`src/rtl/adc_capture_ctrl.sv`:
```
// rtl/adc_capture_ctrl.sv - triggered two-channel ADC capture controller
// Waits for a level crossing on one channel, then streams cap_len+1 samples into a buffer.
module adc_capture_ctrl #(
    parameter int AW = 10,
    parameter int DW = 12
) (
    input  logic              clk,
    input  logic              rst,
    input  logic              arm,
    input  logic              abort,
    input  logic              force_trig,
    input  logic              trig_ch,
    input  logic              trig_rise,
    input  logic [DW-1:0]     trig_level,
    input  logic [AW-1:0]     cap_len,
    input  logic [DW-1:0]     ad_data_1,
    input  logic [DW-1:0]     ad_data_2,
    input  logic              ad_valid,
    output logic              wr_en,
    output logic [AW-1:0]     wr_addr,
    output logic [2*DW-1:0]   wr_data,
    output logic              busy,
    output logic              done,
    output logic [1:0]        state
);

    typedef enum logic [1:0] {
        S_IDLE    = 2'd0,
        S_ARMED   = 2'd1,
        S_CAPTURE = 2'd2,
        S_DONE    = 2'd3
    } st_t;

    st_t                  st;
    logic [AW-1:0]        cfg_len;
    logic [AW-1:0]        addr_cnt;
    logic                 cfg_ch;
    logic                 cfg_rise;
    logic                 prev_ok;
    logic signed [DW-1:0] cfg_lvl;
    logic signed [DW-1:0] prev_s;
    logic signed [DW-1:0] cur_s;
    logic                 crossed;
    logic                 nat_trig;

    // Only the selected channel is tracked; prev_ok blocks the first sample after arm.
    always_comb begin
        cur_s    = cfg_ch ? ad_data_2 : ad_data_1;
        crossed  = cfg_rise ? ((prev_s < cfg_lvl) && (cur_s >= cfg_lvl))
                            : ((prev_s > cfg_lvl) && (cur_s <= cfg_lvl));
        nat_trig = ad_valid && prev_ok && crossed;
    end

    assign state = st;
    assign busy  = (st == S_ARMED) || (st == S_CAPTURE);
    assign done  = (st == S_DONE);

    always_ff @(posedge clk or posedge rst) begin
        if (rst) begin
            st       <= S_IDLE;
            wr_en    <= 1'b0;
            wr_addr  <= '0;
            wr_data  <= '0;
            cfg_len  <= '0;
            cfg_ch   <= 1'b0;
            cfg_rise <= 1'b0;
            cfg_lvl  <= '0;
            prev_s   <= '0;
            prev_ok  <= 1'b0;
            addr_cnt <= '0;
        end else begin
            wr_en <= 1'b0;
            if (abort) begin
                st      <= S_IDLE;
                prev_ok <= 1'b0;
            end else begin
                case (st)
                    S_IDLE, S_DONE: begin
                        if (arm) begin
                            cfg_len  <= cap_len;
                            cfg_ch   <= trig_ch;
                            cfg_rise <= trig_rise;
                            cfg_lvl  <= trig_level;
                            prev_ok  <= 1'b0;
                            addr_cnt <= '0;
                            st       <= S_ARMED;
                        end
                    end
                    S_ARMED: begin
                        if (force_trig || nat_trig) begin
                            if (ad_valid) begin
                                // The triggering sample itself is the first one stored.
                                wr_en   <= 1'b1;
                                wr_addr <= '0;
                                wr_data <= {ad_data_2, ad_data_1};
                                if (cfg_len == '0) begin
                                    st <= S_DONE;
                                end else begin
                                    addr_cnt <= AW'(1);
                                    st       <= S_CAPTURE;
                                end
                            end else begin
                                addr_cnt <= '0;
                                st       <= S_CAPTURE;
                            end
                        end else if (ad_valid) begin
                            prev_s  <= cur_s;
                            prev_ok <= 1'b1;
                        end
                    end
                    S_CAPTURE: begin
                        if (ad_valid) begin
                            wr_en   <= 1'b1;
                            wr_addr <= addr_cnt;
                            wr_data <= {ad_data_2, ad_data_1};
                            if (addr_cnt == cfg_len) begin
                                st <= S_DONE;
                            end else begin
                                addr_cnt <= addr_cnt + AW'(1);
                            end
                        end
                    end
                    default: st <= S_IDLE;
                endcase
            end
        end
    end

endmodule

```
`config.mk`:
```
export PLATFORM = sky130hd
export DESIGN_NAME = adc_capture_ctrl
export DESIGN_NICKNAME = d
export VERILOG_FILES = /design/src/rtl/adc_capture_ctrl.sv
export SDC_FILE = /design/constraint.sdc
export NUM_CORES = 1
export LEC_CHECK = 0
export BUFFER_PORTS_ARGS = -buffer_cell sky130_fd_sc_hd__buf_2
export CAP_MARGIN = 5
export CORE_ASPECT_RATIO = 2
export CORE_UTILIZATION = 55
export DETAILED_ROUTE_END_ITERATION = 8
export PLACE_DENSITY = 0.85
export SYNTH_ARGS = -nofsm -noshare
export SYNTH_HDL_FRONTEND = slang
export SYNTH_SLANG_ARGS = --single-unit
```
`constraint.sdc`:
```
create_clock -name clk -period 4 [get_ports clk]
set_input_delay 0.6 -clock clk [delete_from_list [all_inputs] [get_ports clk]]
set_output_delay 0.6 -clock clk [all_outputs]
set_load 0.03 [all_outputs]
```
==> results.ini, run 1 <==
[routing]
vias = 3386
routed_wl_mm = 11.0
viasPerCell = 6.07
drc = 0
wl_per_cell_um = 19.7
firstDrtPassIters = 4
ant_nets = 0
drt_iter0_markers = 189

[pwr]
p_int_w = 0.00260
power.switching_w = 0.00168
p_leak_nw = 2.62
combPwrFrac = 0.461
p_per_area_mw_per_mm2 = 804
clkPwrFrac = 0.206
swShare = 0.392
seqPwrFrac = 0.333
vdd_drop_max_mv = 0.379

[sta]
min_period_ps = 3710
finalClockSkew_ps = 6.90
hold_violations = 0
holdWs_ps = 468
worst_slew_pin_slew_ps = 1120
slew_headroom = 0.250
max_clock_freq_mhz = 270
fin_setup_tns_ps = 0
fin_crit_sh = 0.927
setup_viol = 0
grt_setup_unrepaired = false
slew_viol_final = 0

[synth]
synth_cells = 368
synthArstFlopShare = 1.00
ys_types = 49
ys_seq_area_frac = 0.468
syn_area_per_cell_um2 = 12.2
synth_area_mm2 = 0.00449
yosys.area.top_type = dfrtp_1
ys.flop_type = dfrtp_1
syn_nets = 450
ys_seq_elements = 84
synth-edff-count = 0
ys_warn_count = 0
netlist.area_leader.share = 0.468
ys_top_cells_by_area = dfrtp_1 (47%), mux2_2 (13%), ha_1 (7.8%)

[grt]
antenna_found_initial = 0
grt_overflow = 0
track_usage = 0.270
grt_pass1_vias = 3589
grt_pass1_wl_mm = 17.0
grt_max_degree = 61

[final_layout]
drive_above_1_share = 0.411
multiInputGateArea_mm2 = 0.00223
diodes = 0
num-nets-final = 540
area_growth_pct = 18.5
nFillCells = 574
final-seq-area_mm2 = 0.00210

[critical_path]
critPathMaxFanout = 24
rr_worst_depth = 10
crit_family = simple AND/OR/NAND/NOR gates
cp-start-kind = register
rr_startpoint = cfg_ch
r2r_slack_ps = 290
cp_cell_sequence = mux2_2 -> ha_1 -> nand4_1 -> or4_4 -> a221oi_2 -> a31oi_1 -> mux2_4 -> nand2_4 -> nand3_4 -> mux2_4
end_kind = register
path_buf_inv = 0
r2r-end = wr_data[1]
cpMaxStageDelayCell = dfrtp_2
worst-setup-path-type = reg2reg
cp_data_arrival_time_ps = 3930
crit_top_cell = mux2_4
required_ps = 4220
slowest_delay_ps = 550

[die]
die_y_um = 130
io_pins = 93
fp.coreArea_mm2 = 0.00794
num_rows = 46
start_util = 0.565
die_x_um = 65.9
die_area_mm2 = 0.00855

[flow_run]
max_cap_viol_count = 0

[cts]
post-cts-setup-buffers = 0
cts_tree = yes
cts_inserted_buffers = 9
cts_hold_buf = 0
cts_buffer_depth = 2
cts_htree_levels = 3
cts_root_buf = clkbuf_16
clk_pin_slew_ps = 60
ctsResizeCount = 0
clkLatencyLatePin_ps = 340
cts.sinks = 84

[placed_design]
place.gp.congestion = 0.957
dp_hpwl_mm = 8.11
io_buffers = 92

[status]
status = finished, final reports clean

[min_path]
hp-class = in2async

==> metrics by stage <==
stage | std cells | power [W] | util | setup WS (ps) | cell area, um^2
floorplan | 368 | 0.00284 | - | 538 | 4490
global placement | 543 | 0.00326 | 0.630 | 314 | 5000
detailed placement | 543 | 0.00337 | 0.630 | 156 | 5000
CTS | 558 | 0.00427 | 0.670 | 145 | 5320
global route | 558 | 0.00451 | 0.670 | 74.2 | 5320
finish | 558 | 0.00428 | 0.670 | 293 | 5320
==> area by class of cell <==
class                           count  area share
Tap cell                           96      0.0226
Multi-Input combinational cell    249       0.419
Clock inverter                      4      0.0139
Inverter                           20      0.0143
Clock buffer                       11      0.0456
Timing Repair Buffer               94      0.0893
Sequential cell                    84       0.395
==> kinds of logic after synthesis <==
kind of cell | synth area share
simple gates | 0.0822
xor+xnor | 0.0195
fa+ha+maj | 0.0780
compound gates | 0.117
mux | 0.200
flops | 0.468
buf+inv | 0.0351
==> registers in the layout, indices dropped and copies added, names as in the netlist <==
name	count
wr_en	1
addr_cnt	10
state	2
cfg_lvl	12
wr_addr	10
prev_s	12
wr_data	24
prev_ok	1
cfg_len	10
cfg_rise	1
cfg_ch	1
==> how the worst max path moves through the flow <==
stage	start	endpoint	cells after the start
5_1_grt	cfg_ch	addr_cnt[9]	10
3_3_place_gp	cfg_ch	wr_data[8]	10
2_1_floorplan	cfg_ch	wr_data[0]	12
4_1_cts	cfg_ch	wr_data[1]	10
3_5_place_dp	cfg_ch	wr_data[1]	10
6_report	cfg_ch	wr_data[1]	10
==> metal layers <==
layer  track usage  up-vias  share of wire
met2         0.489      157           0.54
met1         0.270     1641           0.35
met4         0.174        0          0.054
met3        0.0524       48          0.053
li1              -     1540              -
met5             0        -              0
==> cells in the final DEF, fill, tap and decap left out, types with 4 or more instances in the layout <==
cell	synthesis	final
nand3_1	6	6
mux2_4	21	21
nand4_1	7	7
inv_1	20	19
mux2_2	50	50
nor2_1	8	8
a22o_1	10	10
nand2b_1	4	4
nand2_1	15	15
xnor2_1	10	10
o31ai_1	4	4
ha_1	28	28
and3_1	4	4
dfrtp_1	84	83
clkbuf_16	0	9
nor3_1	5	5
a31oi_1	8	8
buf_2	3	92
o21ai_0	13	13
a21oi_1	20	20
==> cells in the mapped netlist (all sizes together), types with 2 or more instances <==
| library cell | count |
|---|---|
| nand2 | 16 |
| ha | 28 |
| a21oi | 20 |
| inv | 20 |
| o211a | 2 |
| clkbuf | 6 |
| o31ai | 4 |
| and4 | 2 |
| nand2b | 4 |
| nor2b | 3 |
| xnor2 | 10 |
| a22o | 10 |
| nor2 | 8 |
| mux2 | 71 |
| and3 | 4 |
| dfrtp | 84 |
| nand4 | 7 |
| o41ai | 2 |
| nand3 | 7 |
| nor4 | 3 |
| nor3 | 6 |
| or4 | 2 |
| o2111ai | 2 |
| mux2i | 2 |
| o21ai | 13 |
| buf | 9 |
| a21o | 2 |
| a31oi | 9 |
==> power by group through the flow <==
stage                     Clock, W  Sequential [W]  Combinational [W]
after floorplan                  0         0.00162            0.00121
after global placement           0         0.00141            0.00185
after detailed placement         0         0.00143            0.00194
after CTS                 0.000893         0.00142            0.00196
after global routing      0.000918         0.00146            0.00213
final                     0.000882         0.00142            0.00197
==> worst register-to-register path: stages, from the launching register on <==
cell	delay, ps
dfrtp_2	550
mux2_2	400
ha_1	320
nand4_1	160
or4_4	550
a221oi_2	230
a31oi_1	90
mux2_4	330
nand2_4	120
nand3_4	390
mux2_4	460
Note: power is estimated with default switching activity, not from simulation.
==> run 2: changes to the inputs <==
==> config.mk (replaced) <==
export PLATFORM = sky130hd
export DESIGN_NAME = adc_capture_ctrl
export DESIGN_NICKNAME = d
export VERILOG_FILES = /design/src/rtl/adc_capture_ctrl.sv
export SDC_FILE = /design/constraint.sdc
export NUM_CORES = 1
export LEC_CHECK = 0
export CAP_MARGIN = 5
export CORE_ASPECT_RATIO = 2
export CORE_UTILIZATION = 60
export DETAILED_ROUTE_END_ITERATION = 8
export DONT_BUFFER_PORTS = 1
export GPL_TIMING_DRIVEN = 0
export HOLD_SLACK_MARGIN = 0.05
export PLACE_DENSITY = 0.81
export SYNTH_ARGS = -nofsm -noshare
export SYNTH_HDL_FRONTEND = slang
export SYNTH_SLANG_ARGS = --single-unit
==> run 2 against run 1 <==
Combinational power fell by 23%. Setup slack got worse by 110 ps. Die area fell by 8.2%. Critical path type unchanged. Hold slack got worse by 340 ps. Flip-flop and latch count did not move. Wire length fell by 5.3%. Cell area fell by 7.7%.
==> results.ini, run 2 (same netlist as run 1, synthesis figures left out) <==
[status]
status = finished, final reports clean

[final_layout]
layout_common_cells = dfrtp_1 (84), mux2_2 (50), ha_1 (28)
num-nets-final = 461  ; -15%
diodes = 0  ; unchanged
drive_above_1_share = 0.270  ; -0.142
largest_register = wr_data
multiInputGateArea_mm2 = 0.00224  ; +0.22%
fin_area_mm2 = 0.00491  ; -7.7%
mostFrequentLayoutCell = dfrtp_1
nFillCells = 550  ; -4.2%
final-seq-area_mm2 = 0.00210  ; about the same
top_regs = wr_data (24), cfg_lvl (12), prev_s (12)
final_util = 0.676  ; +0.00600
area_growth_pct = 9.42
largest_register_ffs = 24  ; unchanged

[routing]
viasPerCell = 6.52  ; +7.4%
drt_iter0_markers = 148  ; -22%
routed_wl_mm = 10.4  ; -5.3%
wl_per_cell_um = 21.9  ; +11%
vias = 3089  ; -8.8%
firstDrtPassIters = 4  ; unchanged
ant_nets = 0  ; unchanged
drc = 0  ; unchanged

[critical_path]
crit_family = multiplexers
cpMaxStageDelayCell = dfrtp_1
critPathLaunch = cfg_ch
cp_data_arrival_time_ps = 4040  ; +110 ps
critPathMaxFanout = 13  ; -46%
path_buf_inv = 2  ; +2
endpoint = prev_s[4]
crit_top_cell = mux2_2
worst-setup-path-type = reg2reg
cp-start-kind = register
required_ps = 4210  ; about the same
end_kind = register
r2r-end = prev_s[4]
r2r_slack_ps = 180  ; -110 ps
slowest_delay_ps = 690  ; +140 ps
cp_cell_sequence = mux2_2 -> ha_1 -> nand4_1 -> or4_4 -> a221oi_2 -> a31oi_1 -> mux2i_1 -> or4_1 -> buf_2 -> buf_6 -> mux2_2
rr_worst_depth = 11  ; +1
rr_startpoint = cfg_ch
cp.depth = 11  ; +1

[die]
fp.coreArea_mm2 = 0.00727  ; -8.5%
start_util = 0.618  ; +0.0526
io_pins = 93  ; unchanged
num_rows = 44  ; -4.3%
die_x_um = 63.2  ; -4.1%
die_y_um = 124  ; -4.2%
die_area_mm2 = 0.00785  ; -8.2%

[sta]
fin_crit_sh = 0.955  ; +0.0285
hold_violations = 0  ; unchanged
slew_headroom = 0.521  ; +0.272
min_period_ps = 3820  ; +114 ps
grt_setup_unrepaired = false
slew_viol_final = 0  ; unchanged
finalClockSkew_ps = 4.09  ; -2.81 ps
worst_slew_pin_slew_ps = 718  ; -398 ps
max_clock_freq_mhz = 262  ; -3.0%
setup_viol = 0  ; unchanged

[cts]
cts_hold_buf = 0  ; unchanged
cts.sinks = 84  ; unchanged
post-cts-setup-buffers = 0  ; unchanged
clk_pin_slew_ps = 60  ; about the same
cts_tree = yes
cts_root_buf = clkbuf_16
cts_inserted_buffers = 9  ; unchanged
clkLatencyLatePin_ps = 340  ; about the same
cts_buffer_depth = 2  ; unchanged
cts_htree_levels = 3  ; unchanged

[placed_design]
dp_hpwl_mm = 7.94  ; -2.1%
placed_area_mm2 = 0.00464  ; -7.4%
io_buffers = 0  ; -100%
place.gp.congestion = 0.903  ; -5.7%

[pwr]
p_per_area_mw_per_mm2 = 816  ; +1.5%
p_leak_nw = 2.26  ; -14%
vdd_drop_max_mv = 0.378  ; -0.26%

[grt]
grt_pass1_vias = 3365  ; -6.2%
grt_max_degree = 55  ; -9.8%
grt_pass1_wl_mm = 16.7  ; -1.7%
track_usage = 0.283  ; +0.0136
antenna_found_initial = 0  ; unchanged
grt_overflow = 0  ; unchanged

[flow_run]
max_cap_viol_count = 0  ; unchanged

[min_path]
hp-class = in2async

## run 2: where the power goes
group | internal, W | switching (W)
logic | 0.000759 | 0.000764
registers | 0.00117 | 0.000548
clock network | 0.000462 | 0.000306
## run 2: timing repair
action	in CTS	in global routing
setup endpoints to repair	7	2
gates resized for setup	0	1
hold endpoints to repair	0	0
## run 2: cell type report
| cell class | instances | area share |
|---|---|---|
| buffer | 14 | 0.0160 |
| clock buffer | 12 | 0.0542 |
| clock inverter | 2 | 0.00204 |
| inverter | 20 | 0.0158 |
| multi-input combinational | 249 | 0.455 |
| sequential | 84 | 0.428 |
| tap | 92 | 0.0234 |
| timing repair buffer | 1 | 0.00560 |
## run 2: through the flow
step	setup TNS, ps	hold slack (ps)	total power, W	setup slack, ps	std cells
2_1_floorplan	0	449	0.00284	538	368
3_3_place_gp	0	473	0.00312	76.8	460
3_5_place_dp	-70.9	485	0.00321	-20.3	461
4_1_cts	0	136	0.00401	219	474
5_1_grt	0	161	0.00424	48.4	474
6_report	0	128	0.00401	179	474
## run 2: worst min-delay path by stage
stage | endpoint | slack [ps]
2_1_floorplan | prev_s[0] | 450
4_1_cts | wr_addr[2] | 140
3_5_place_dp | prev_s[0] | 480
3_3_place_gp | prev_s[0] | 470
5_1_grt | wr_addr[2] | 160
6_report | wr_addr[2] | 130
## run 2: metal layers
| layer | up-vias | wire length (um) | GRT usage |
|---|---|---|---|
| met2 | 136 | 5980 | 0.533 |
| met3 | 38 | 570 | 0.0678 |
| met5 | - | 0 | 0 |
| li1 | 1375 | - | - |
| met4 | 0 | 437 | 0.148 |
| met1 | 1540 | 3400 | 0.273 |
==> run 3: changes to the inputs <==
--- a/config.mk
+++ b/config.mk
@@ -6,7 +6,6 @@
 export NUM_CORES = 1
 export LEC_CHECK = 0
 export CAP_MARGIN = 5
-export CORE_ASPECT_RATIO = 2
 export CORE_UTILIZATION = 60
 export DETAILED_ROUTE_END_ITERATION = 8
 export DONT_BUFFER_PORTS = 1
==> run 3 against run 2 <==
First-iteration DRC count down 2.7%. Via count down 4.3%. Global-route usage down 3.5 points. Non-clock buffer count up 1. Cell area down 1.2%. Clock-buffer cell count down 3. Hold slack better by 11 ps. Maximum frequency up 1.5%. Combinational power about the same. Register-to-register slack better by 60 ps. Final cell count up 2.1%. Wire length down 11%. Largest cell class unchanged. Largest power group unchanged.
==> results.ini, run 3 (same netlist as run 1, synthesis figures left out) <==
[sta]
finalClockSkew_ps = 9.17  ; +5.08 ps
grt_setup_unrepaired = false
fin_crit_sh = 0.941  ; -0.0143
worst_slack_ps = 237  ; +57.2 ps
slew_viol_final = 0  ; unchanged
min_period_ps = 3760  ; -57.2 ps
max_clock_freq_mhz = 266  ; +1.5%
setup_viol = 0  ; unchanged
hold_violations = 0  ; unchanged
fin_setup_tns_ps = 0  ; unchanged
worst_slew_pin_slew_ps = 661  ; -56.9 ps
slew_headroom = 0.557  ; +0.0353

[cts]
post-cts-setup-buffers = 0  ; unchanged
cts_inserted_buffers = 9  ; unchanged
clkLatencyLatePin_ps = 360  ; +20 ps
cts_buffer_depth = 2  ; unchanged
cts_root_buf = clkbuf_8
clk_pin_slew_ps = 90  ; +30 ps
cts.sinks = 84  ; unchanged
cts_htree_levels = 3  ; unchanged
cts_tree = yes

[placed_design]
dp_hpwl_mm = 7.10  ; -11%
post-place-ws_ps = 91.6  ; +112 ps
place.gp.congestion = 0.870  ; -3.7%
io_buffers = 0  ; unchanged
dp.cells = 468  ; +1.5%

[routing]
firstDrtPassIters = 4  ; unchanged
met1_length_mm = 4.07  ; +20%
wl_per_cell_um = 19.1  ; -13%
route.met3.wl_um = 626  ; +9.8%
routed.top_layer = met4
viasPerCell = 6.11  ; -6.3%
drt_iter0_markers = 144  ; -2.7%
drc = 0  ; unchanged
vias = 2956  ; -4.3%
ant_nets = 0  ; unchanged
routed-wl-met2_mm = 4.46  ; -26%
routed_wl_mm = 9.25  ; -11%

[die]
die_x_um = 88.5  ; +40%
die_area_mm2 = 0.00783  ; -0.27%
start_util = 0.619  ; +0.00117
die_y_um = 88.5  ; -29%
fp.coreArea_mm2 = 0.00725  ; -0.19%
num_rows = 31  ; -30%
io_pins = 93  ; unchanged

[min_path]
hp-class = in2async

[pwr]
p_per_area_mw_per_mm2 = 781  ; -4.3%
vdd_drop_max_mv = 0.375  ; -0.79%
p_leak_nw = 2.22  ; -2.1%
p_total_w = 0.00379  ; -5.4%

[critical_path]
crit_top_cell = mux2_2
cpMaxStageDelayCell = or4_4
required_ps = 4240  ; +30 ps
cp_data_arrival_time_ps = 4000  ; -40 ps
slowest_delay_ps = 560  ; -130 ps
cp-start-kind = register
cp_cell_sequence = clkbuf_2 -> mux2_2 -> ha_1 -> nand4_1 -> or4_4 -> a221oi_2 -> a31oi_1 -> mux2i_2 -> or4_1 -> buf_2 -> buf_6 -> mux2_2
worst-setup-path-type = reg2reg
r2r_slack_ps = 240  ; +60 ps
end_kind = register
critPathMaxFanout = 10  ; -3

[final_layout]
largest_register = wr_data
drive_above_1_share = 0.278  ; +0.00829
stdcell_count = 484  ; +2.1%
num-nets-final = 462  ; +0.22%
mostFrequentLayoutCell = dfrtp_1
diodes = 0  ; unchanged
nFillCells = 549  ; -0.18%
largest_register_ffs = 24  ; unchanged
top_regs = wr_data (24), cfg_lvl (12), prev_s (12)
area_growth_pct = 8.08
layout_common_cells = dfrtp_1 (84), mux2_2 (50), ha_1 (28)

[grt]
grt_overflow = 0  ; unchanged
grt_pass1_vias = 2989  ; -11%
antenna_found_initial = 0  ; unchanged
track_usage = 0.249  ; -0.0345
grt_pass1_wl_mm = 14.5  ; -13%
grt_max_degree = 48  ; -13%

[status]
status = finished, final reports clean

[flow_run]
max_cap_viol_count = 0  ; unchanged

## run 3: timing repair
action,in CTS,in global routing
resized for setup,0,3
endpoints found under the setup margin,0,49
hold buffers,0,0
## run 3: worst paths after layout
path                            start           to  depth (start not counted)
min                               rst  wr_data[10]                          1
min in group clk                abort      prev_ok                          1
min reg2reg                cfg_lvl[2]   cfg_lvl[2]                          1
max reg2reg                    cfg_ch    prev_s[3]                         12
max in group asynchronous         rst      prev_ok                          2
max                            cfg_ch    prev_s[3]                         12
## run 3: routing by layer
layer / vias to the layer above / global-route usage
met5: - / 0
met1: 1457 / 0.325
met3: 9 / 0.0653
met2: 107 / 0.408
met4: 0 / 0.0762
li1: 1383 / -
## run 3: layout make-up
type / count / area [um^2] / area share
multi-input cells: 249 / 2240 / 0.461
flip-flops and latches: 84 / 2100 / 0.433
clock buffers: 9 / 124 / 0.0255
well taps: 99 / 124 / 0.0255
plain buffers: 15 / 83.8 / 0.0173
inverters: 20 / 77.6 / 0.0160
clock inverters: 7 / 75.1 / 0.0155
repair buffers: 1 / 27.5 / 0.00567
## run 3: where the power goes
part	internal, W	total [W]	leakage, nW	switching (W)
Combinational	0.000756	0.00149	1.07	0.000739
Sequential	0.00117	0.00168	1.05	0.000517
Clock	0.000291	0.000611	0.0923	0.000319
## run 3: stage by stage
step                       util  cell area, um^2  hold WS [ps]
after floorplan               -             4490           449
after global placement    0.636             4610           472
after detailed placement  0.640             4640           493
after CTS                 0.668             4840           153
after global routing      0.669             4850           169
final                     0.669             4850           139
## run 3: critical path: cells and delay by family, from the launching register on
kind                     cells  cell delay, ps
AO/OA/AOI/OAI                2             340
adder cells (fa/ha/maj)      1             330
buffers and inverters        3             630
flip-flops                   1             420
multiplexers                 3            1040
AND/OR/NAND/NOR              3             890
